--- src/rtl/exc_return_unit.sv ---
// exc_return_unit
// Return-side companion to the exception/interrupt redirect monitor. Every
// handler entry (Store_Current) pushes the interrupted PC and the mode that
// was in effect. A decoded RTI pops that context again. The unit then
// requests a jump back to the saved PC and hands the monitor a Mode_Set code
// that restores the saved privilege mode.
//
// The context stack is a circular buffer addressed by a write pointer.
// The top of the stack sits at wr_ptr-1. When the buffer is full, a push
// simply overwrites the slot holding the oldest entry, so an overflow
// discards the oldest context without any shifting.

module exc_return_unit #(
    parameter int DEPTH = 4,   // nested contexts held (power of 2, >= 2)
    parameter int PC_W  = 16   // PC width
) (
    input  logic                     clk,
    input  logic                     rst,
    input  logic                     Store_Current,
    input  logic [PC_W-1:0]          cur_PC,
    input  logic [1:0]               cur_Mode,
    input  logic                     rti,
    input  logic                     IFID_Stall,
    input  logic                     miss,
    output logic                     ret_J,
    output logic [PC_W-1:0]          ret_PC,
    output logic [1:0]               ret_Mode_Set,
    output logic [$clog2(DEPTH):0]   depth,
    output logic                     overflow,
    output logic                     underflow
);

    // Width of a stack slot index. The depth counter is one bit wider so
    // that it can hold DEPTH itself.
    localparam int AW = $clog2(DEPTH);

    localparam logic [AW:0]   DEPTH_FULL = (AW+1)'(DEPTH);
    localparam logic [AW:0]   DEPTH_ONE  = (AW+1)'(1);
    localparam logic [AW:0]   DEPTH_ZERO = '0;
    localparam logic [AW-1:0] PTR_ONE    = AW'(1);

    // Mode_Set codes understood by the monitor.
    localparam logic [1:0] MSET_NONE = 2'b00;  // no change / back to mode 0
    localparam logic [1:0] MSET_USER = 2'b01;  // restores saved mode 2'b00
    localparam logic [1:0] MSET_SUP  = 2'b10;  // restores saved mode 2'b01

    typedef enum logic {
        IDLE = 1'b0,
        RET  = 1'b1
    } state_t;

    // ------------------------------------------------------------------
    // State
    // ------------------------------------------------------------------
    state_t            state_q, state_d;

    logic [PC_W-1:0]   stack_pc_q   [DEPTH];
    logic [PC_W-1:0]   stack_pc_d   [DEPTH];
    logic [1:0]        stack_mode_q [DEPTH];
    logic [1:0]        stack_mode_d [DEPTH];

    logic [AW-1:0]     wr_ptr_q, wr_ptr_d;
    logic [AW:0]       depth_q, depth_d;
    logic              overflow_q, overflow_d;
    logic              underflow_q, underflow_d;

    // ------------------------------------------------------------------
    // Control decode
    // ------------------------------------------------------------------
    logic              push;
    logic              pop;
    logic              rti_accept;
    logic              stack_full;
    logic              stack_empty;
    logic [AW-1:0]     top_idx;
    logic [PC_W-1:0]   top_pc;
    logic [1:0]        top_mode;

    assign push        = Store_Current;
    assign stack_full  = (depth_q == DEPTH_FULL);
    assign stack_empty = (depth_q == DEPTH_ZERO);
    assign top_idx     = wr_ptr_q - PTR_ONE;
    assign top_pc      = stack_pc_q[top_idx];
    assign top_mode    = stack_mode_q[top_idx];

    // Store_Current outranks rti: the monitor is already redirecting, so the
    // rti in ID is dead and must not be accepted.
    assign rti_accept  = (state_q == IDLE) && rti && !IFID_Stall && !miss
                         && !Store_Current;

    // The return retires only on a cycle with no stall, squash, or push.
    // This also guarantees that a push and a pop never coincide.
    assign pop         = (state_q == RET) && !Store_Current && !miss
                         && !IFID_Stall;

    // ------------------------------------------------------------------
    // FSM
    // ------------------------------------------------------------------

    // State register.
    always_ff @(posedge clk or posedge rst) begin
        if (rst) begin
            state_q <= IDLE;
        end else begin
            // NOTE: sequential state uses non-blocking assignments only, so
            // every flop samples the values from before the clock edge.
            state_q <= state_d;
        end
    end

    // Next-state logic: enter RET on an accepted rti with context available;
    // leave RET when the return is squashed, aborted, or retired.
    always_comb begin
        // NOTE: default first, so every path assigns and no latch is inferred.
        state_d = state_q;
        unique case (state_q)
            IDLE: begin
                if (rti_accept && !stack_empty) begin
                    state_d = RET;
                end
            end
            RET: begin
                if (Store_Current || miss) begin
                    state_d = IDLE;
                end else if (IFID_Stall) begin
                    state_d = RET;
                end else begin
                    state_d = IDLE;
                end
            end
            default: state_d = IDLE;
        endcase
    end

    // Output logic: the return request comes only from the registered state
    // and the stack top, so there is no combinational path from rti.
    always_comb begin
        ret_J        = 1'b0;
        ret_PC       = '0;
        ret_Mode_Set = MSET_NONE;
        if (state_q == RET) begin
            ret_J  = 1'b1;
            ret_PC = top_pc;
            unique casez (top_mode)
                2'b00:   ret_Mode_Set = MSET_USER;
                2'b01:   ret_Mode_Set = MSET_SUP;
                2'b1?:   ret_Mode_Set = MSET_NONE;
                default: ret_Mode_Set = MSET_NONE;
            endcase
        end
    end

    // ------------------------------------------------------------------
    // Context stack
    // ------------------------------------------------------------------

    // Stack next-state: write on a push, move the pointer and depth on a push
    // or pop, and record sticky overflow/underflow events.
    always_comb begin
        stack_pc_d   = stack_pc_q;
        stack_mode_d = stack_mode_q;
        wr_ptr_d     = wr_ptr_q;
        depth_d      = depth_q;
        overflow_d   = overflow_q;
        underflow_d  = underflow_q;

        if (push) begin
            // When full, wr_ptr_q points at the oldest entry, so this write
            // discards it and the depth stays saturated.
            stack_pc_d[wr_ptr_q]   = cur_PC;
            stack_mode_d[wr_ptr_q] = cur_Mode;
            wr_ptr_d               = wr_ptr_q + PTR_ONE;
            if (stack_full) begin
                overflow_d = 1'b1;
            end else begin
                depth_d = depth_q + DEPTH_ONE;
            end
        end else if (pop) begin
            wr_ptr_d = wr_ptr_q - PTR_ONE;
            depth_d  = depth_q - DEPTH_ONE;
        end

        if (rti_accept && stack_empty) begin
            underflow_d = 1'b1;
        end
    end

    // Stack registers: the pointer, depth, flags, and all entries.
    always_ff @(posedge clk or posedge rst) begin
        if (rst) begin
            wr_ptr_q    <= '0;
            depth_q     <= '0;
            overflow_q  <= 1'b0;
            underflow_q <= 1'b0;
            // NOTE: the stack entries are reset on purpose. The storage is
            // small, and a reset must leave no stale context to return to.
            for (int i = 0; i < DEPTH; i++) begin
                stack_pc_q[i]   <= '0;
                stack_mode_q[i] <= 2'b00;
            end
        end else begin
            wr_ptr_q    <= wr_ptr_d;
            depth_q     <= depth_d;
            overflow_q  <= overflow_d;
            underflow_q <= underflow_d;
            for (int i = 0; i < DEPTH; i++) begin
                stack_pc_q[i]   <= stack_pc_d[i];
                stack_mode_q[i] <= stack_mode_d[i];
            end
        end
    end

    assign depth     = depth_q;
    assign overflow  = overflow_q;
    assign underflow = underflow_q;

endmodule

--- config.mk ---
export PLATFORM = sky130hd
export DESIGN_NAME = exc_return_unit
export DESIGN_NICKNAME = d
export VERILOG_FILES = /design/src/rtl/exc_return_unit.sv
export SDC_FILE = /design/constraint.sdc
export NUM_CORES = 1
export LEC_CHECK = 0
export ABC_AREA = 1
export BUFFER_PORTS_ARGS = -buffer_cell sky130_fd_sc_hd__buf_2
export CAP_MARGIN = 15
export CORE_ASPECT_RATIO = 0.9
export CORE_MARGIN = 2
export CORE_UTILIZATION = 37
export CTS_CLUSTER_SIZE = 14
export DETAILED_ROUTE_END_ITERATION = 16
export GPL_TIMING_DRIVEN = 0
export PLACE_DENSITY_LB_ADDON = 0.25
export SLEW_MARGIN = 20
export SYNTH_ARGS = -nofsm -noshare
export SYNTH_HDL_FRONTEND = slang
export SYNTH_SLANG_ARGS = --single-unit
--- constraint.sdc ---
create_clock -name clk -period 3.13 [get_ports clk]
set_clock_uncertainty 0.1 [all_clocks]
set_input_delay 0.4695 -clock clk [delete_from_list [all_inputs] [get_ports clk]]
set_output_delay 0.4695 -clock clk [all_outputs]
set_load 0.05 [all_outputs]
==> out/metrics.csv <==
metric,value,unit
minimum setup slack in the final design,0.0868,ns
Post-Synthesis Cell Area,3980,um2
maximum clock rate,329,MHz
Synth warnings,0,
iteration count of the initial detailed-routing pass,4,
register bit total from synthesis,80,
kind of path behind the tightest hold check,in -> async,
data arrival time at the worst-slack endpoint,2.47,ns
highest ir drop seen on vdd,0.436,mV
number of instances in the synthesized netlist,484,
r2r endpoint,wr_ptr_q[1],
combined area of the multi-input logic cells,1600,um2
DRC,0,
Synth-to-Final Area Change,18.0,%
final slew viol count,0,
"Hold Violations, Final",0,
worst rel slew slack,0.553,
type of the worst setup path,reg -> out,
global-route wire length before repair,17.3,mm
unrepaired setup endpoints after global routing,true,
dpl hpwl,6.90,mm
sum of negative setup slack,0,ns
antenna violations before repair,0,
worst setup slack for register-to-register paths,1.30,ns
sequential cell area fraction in the yosys report,0.503,
reported leakage power,0.00242,uW
routed vias,3335,
Setup crit start,wr_ptr_q[0],
number of I/O port buffers,46,
crit path time final,3.04,ns
Num CTS Buffers,9,
deepest clock path buffer count,2,
Async SR Flop Fraction,1.00,
required time worst endpoint,2.56,ns
Critical Path Sink Type,primary output,
highest-count cells in the layout ignoring fill and taps,"sky130_fd_sc_hd__nand2_1 (228), sky130_fd_sc_hd__dfrtp_1 (80), sky130_fd_sc_hd__o21ai_0 (68)",
layout cells sized above 1,0.183,
GRT Resource Usage Total,0.196,
Antenna diodes,0,
maximum net fanout on the critical path,11,
register clock-pin slew on the reported worst setup and hold paths,0.06,ns
"most common cell after layout, fill and taps aside",sky130_fd_sc_hd__nand2_1,
library cell used as clock root buffer,sky130_fd_sc_hd__clkbuf_16,
worst hold margin,0.101,ns
TritonCTS clock tree,yes,
transition time of the tightest slew-check pin,0.671,ns
Die Footprint,11600,um2
Filler cells,1070,
final RePlAce weighted congestion,0.817,
DRC marker count from the first detailed-route iteration,197,
synthesized area per cell,8.22,um2
Post-Layout Inst Area,4690,um2
Sinks on Clock Net,80,
Final Power,4400,uW
die outline width,113,um
count of endpoints failing setup in the final report,0,
register area,2000,um2
Hold Buf Count CTS,0,
FF-to-FF Start,wr_ptr_q[0],
number of enable flip-flop cells after synthesis,0,
worst setup slack after placement,0.348,ns
number of unique standard cell types used by synthesis,27,
Setup crit start kind,register,
max-cap violation count,0,
via count of the first global-routing pass,3254,
total detailed-routing wirelength,10.7,mm
fin crit share,0.972,
average via count per standard cell,4.93,
number of placement rows,35,
per-cell routed wire length,15.8,um
starting utilization of the core area,0.385,
Worst-Skew Late Latency,0.33,ns
count of pins on the block boundary,48,
total core area,10300,um2
cells on worst reg2reg path,8,
result of the run,"finished, final reports clean",
dominant register cell in the synthesized netlist,sky130_fd_sc_hd__dfrtp_1,
syn nets,513,
Antenna Nets Post-Route,0,
area after detailed placement,4390,um2
maximum number of pins on one net before global-route repair,43,
pwr/cell area,937,nW/um2
Final #Nets,571,
CTS H-tree depth,3,
overall overflow remaining after global route,0,
Die Y,102,um
-- cell usage after synthesis (2+ instances only) --
| master | count | area (um2) |
|---|---|---|
| sky130_fd_sc_hd__a21oi_1 | 14 | 70.1 |
| sky130_fd_sc_hd__a21oi_2 | 2 | 17.5 |
| sky130_fd_sc_hd__buf_2 | 3 | 15.0 |
| sky130_fd_sc_hd__buf_6 | 18 | 203 |
| sky130_fd_sc_hd__dfrtp_1 | 80 | 2000 |
| sky130_fd_sc_hd__ha_1 | 4 | 50.1 |
| sky130_fd_sc_hd__inv_1 | 27 | 101 |
| sky130_fd_sc_hd__inv_2 | 3 | 11.3 |
| sky130_fd_sc_hd__nand2_1 | 228 | 856 |
| sky130_fd_sc_hd__nand2_8 | 4 | 80.1 |
| sky130_fd_sc_hd__nand3_1 | 12 | 60.1 |
| sky130_fd_sc_hd__nor2_1 | 2 | 7.51 |
| sky130_fd_sc_hd__o21ai_0 | 68 | 340 |
| sky130_fd_sc_hd__o21ai_1 | 5 | 25.0 |
| sky130_fd_sc_hd__o21bai_1 | 2 | 15.0 |
-- critical path: stages, from the launching register on --
cell                       delay (ns)
sky130_fd_sc_hd__dfrtp_1         0.44
sky130_fd_sc_hd__inv_2           0.06
sky130_fd_sc_hd__buf_6           0.15
sky130_fd_sc_hd__buf_6           0.16
sky130_fd_sc_hd__ha_1            0.31
sky130_fd_sc_hd__clkinv_1        0.29
sky130_fd_sc_hd__buf_4           0.31
sky130_fd_sc_hd__nand2_1         0.08
sky130_fd_sc_hd__a21oi_1         0.08
sky130_fd_sc_hd__clkbuf_4        0.26
-- state kept, by name, summed over array words and instances (netlist names) --
name and cells:
stack_pc_q 64, stack_mode_q 8, depth 3, wr_ptr_q 2, overflow 1, state_q 1
underflow 1
-- cells by family (layout without fill, tap and decap cells) --
family          Yosys count  in the layout  synth area share
compound gates           91             91             0.118
buf+inv                  56            119            0.0956
xor+xnor                  1              1           0.00220
fa+ha+maj                 5              5            0.0176
simple gates            251            251             0.264
flops                    80             80             0.503
-- worst max path at each step --
stage / end / cells after the start
detailed placement: ret_PC[12] / 9
CTS: ret_PC[12] / 9
global placement: stack_pc_q[18] / 2
floorplan: ret_PC[0] / 8
finish: ret_PC[12] / 9
global route: ret_PC[11] / 9
-- power breakdown --
group | switching (uW) | total (uW) | internal (uW)
sequential | 270 | 1780 | 1510
clock | 444 | 989 | 545
combinational | 1050 | 1630 | 580
total | 1770 | 4400 | 2630
-- stage by stage --
step                      std cells   util
after global routing            676  0.454
final                           676  0.454
after detailed placement        660  0.425
after global placement          659  0.423
after floorplan                 484      -
after CTS                       676  0.452
-- area by class of cell --
type / count / area share
Buffer: 25 / 0.0573
Inverter: 31 / 0.0253
Tap cell: 129 / 0.0344
Multi-Input combinational cell: 348 / 0.340
Sequential cell: 80 / 0.427
Clock inverter: 7 / 0.0117
Clock buffer: 9 / 0.0480
Timing Repair Buffer: 47 / 0.0565
-- what timing repair did --
item                                    4_1_cts  5_1_grt
setup buffers                                 0        0
endpoints found under the setup margin        2       10
resized for setup                             1        7
endpoints found under the hold margin         0        0
-- per-layer routing --
layer / track usage / vias up / wire [um]
met5: 0 / - / 0
met3: 0.0356 / 7 / 492
li1: - / 1643 / -
met2: 0.325 / 86 / 5160
met4: 0.0413 / 0 / 64
met1: 0.273 / 1599 / 4960
No activity file was read; power rests on OpenSTA's default activity.
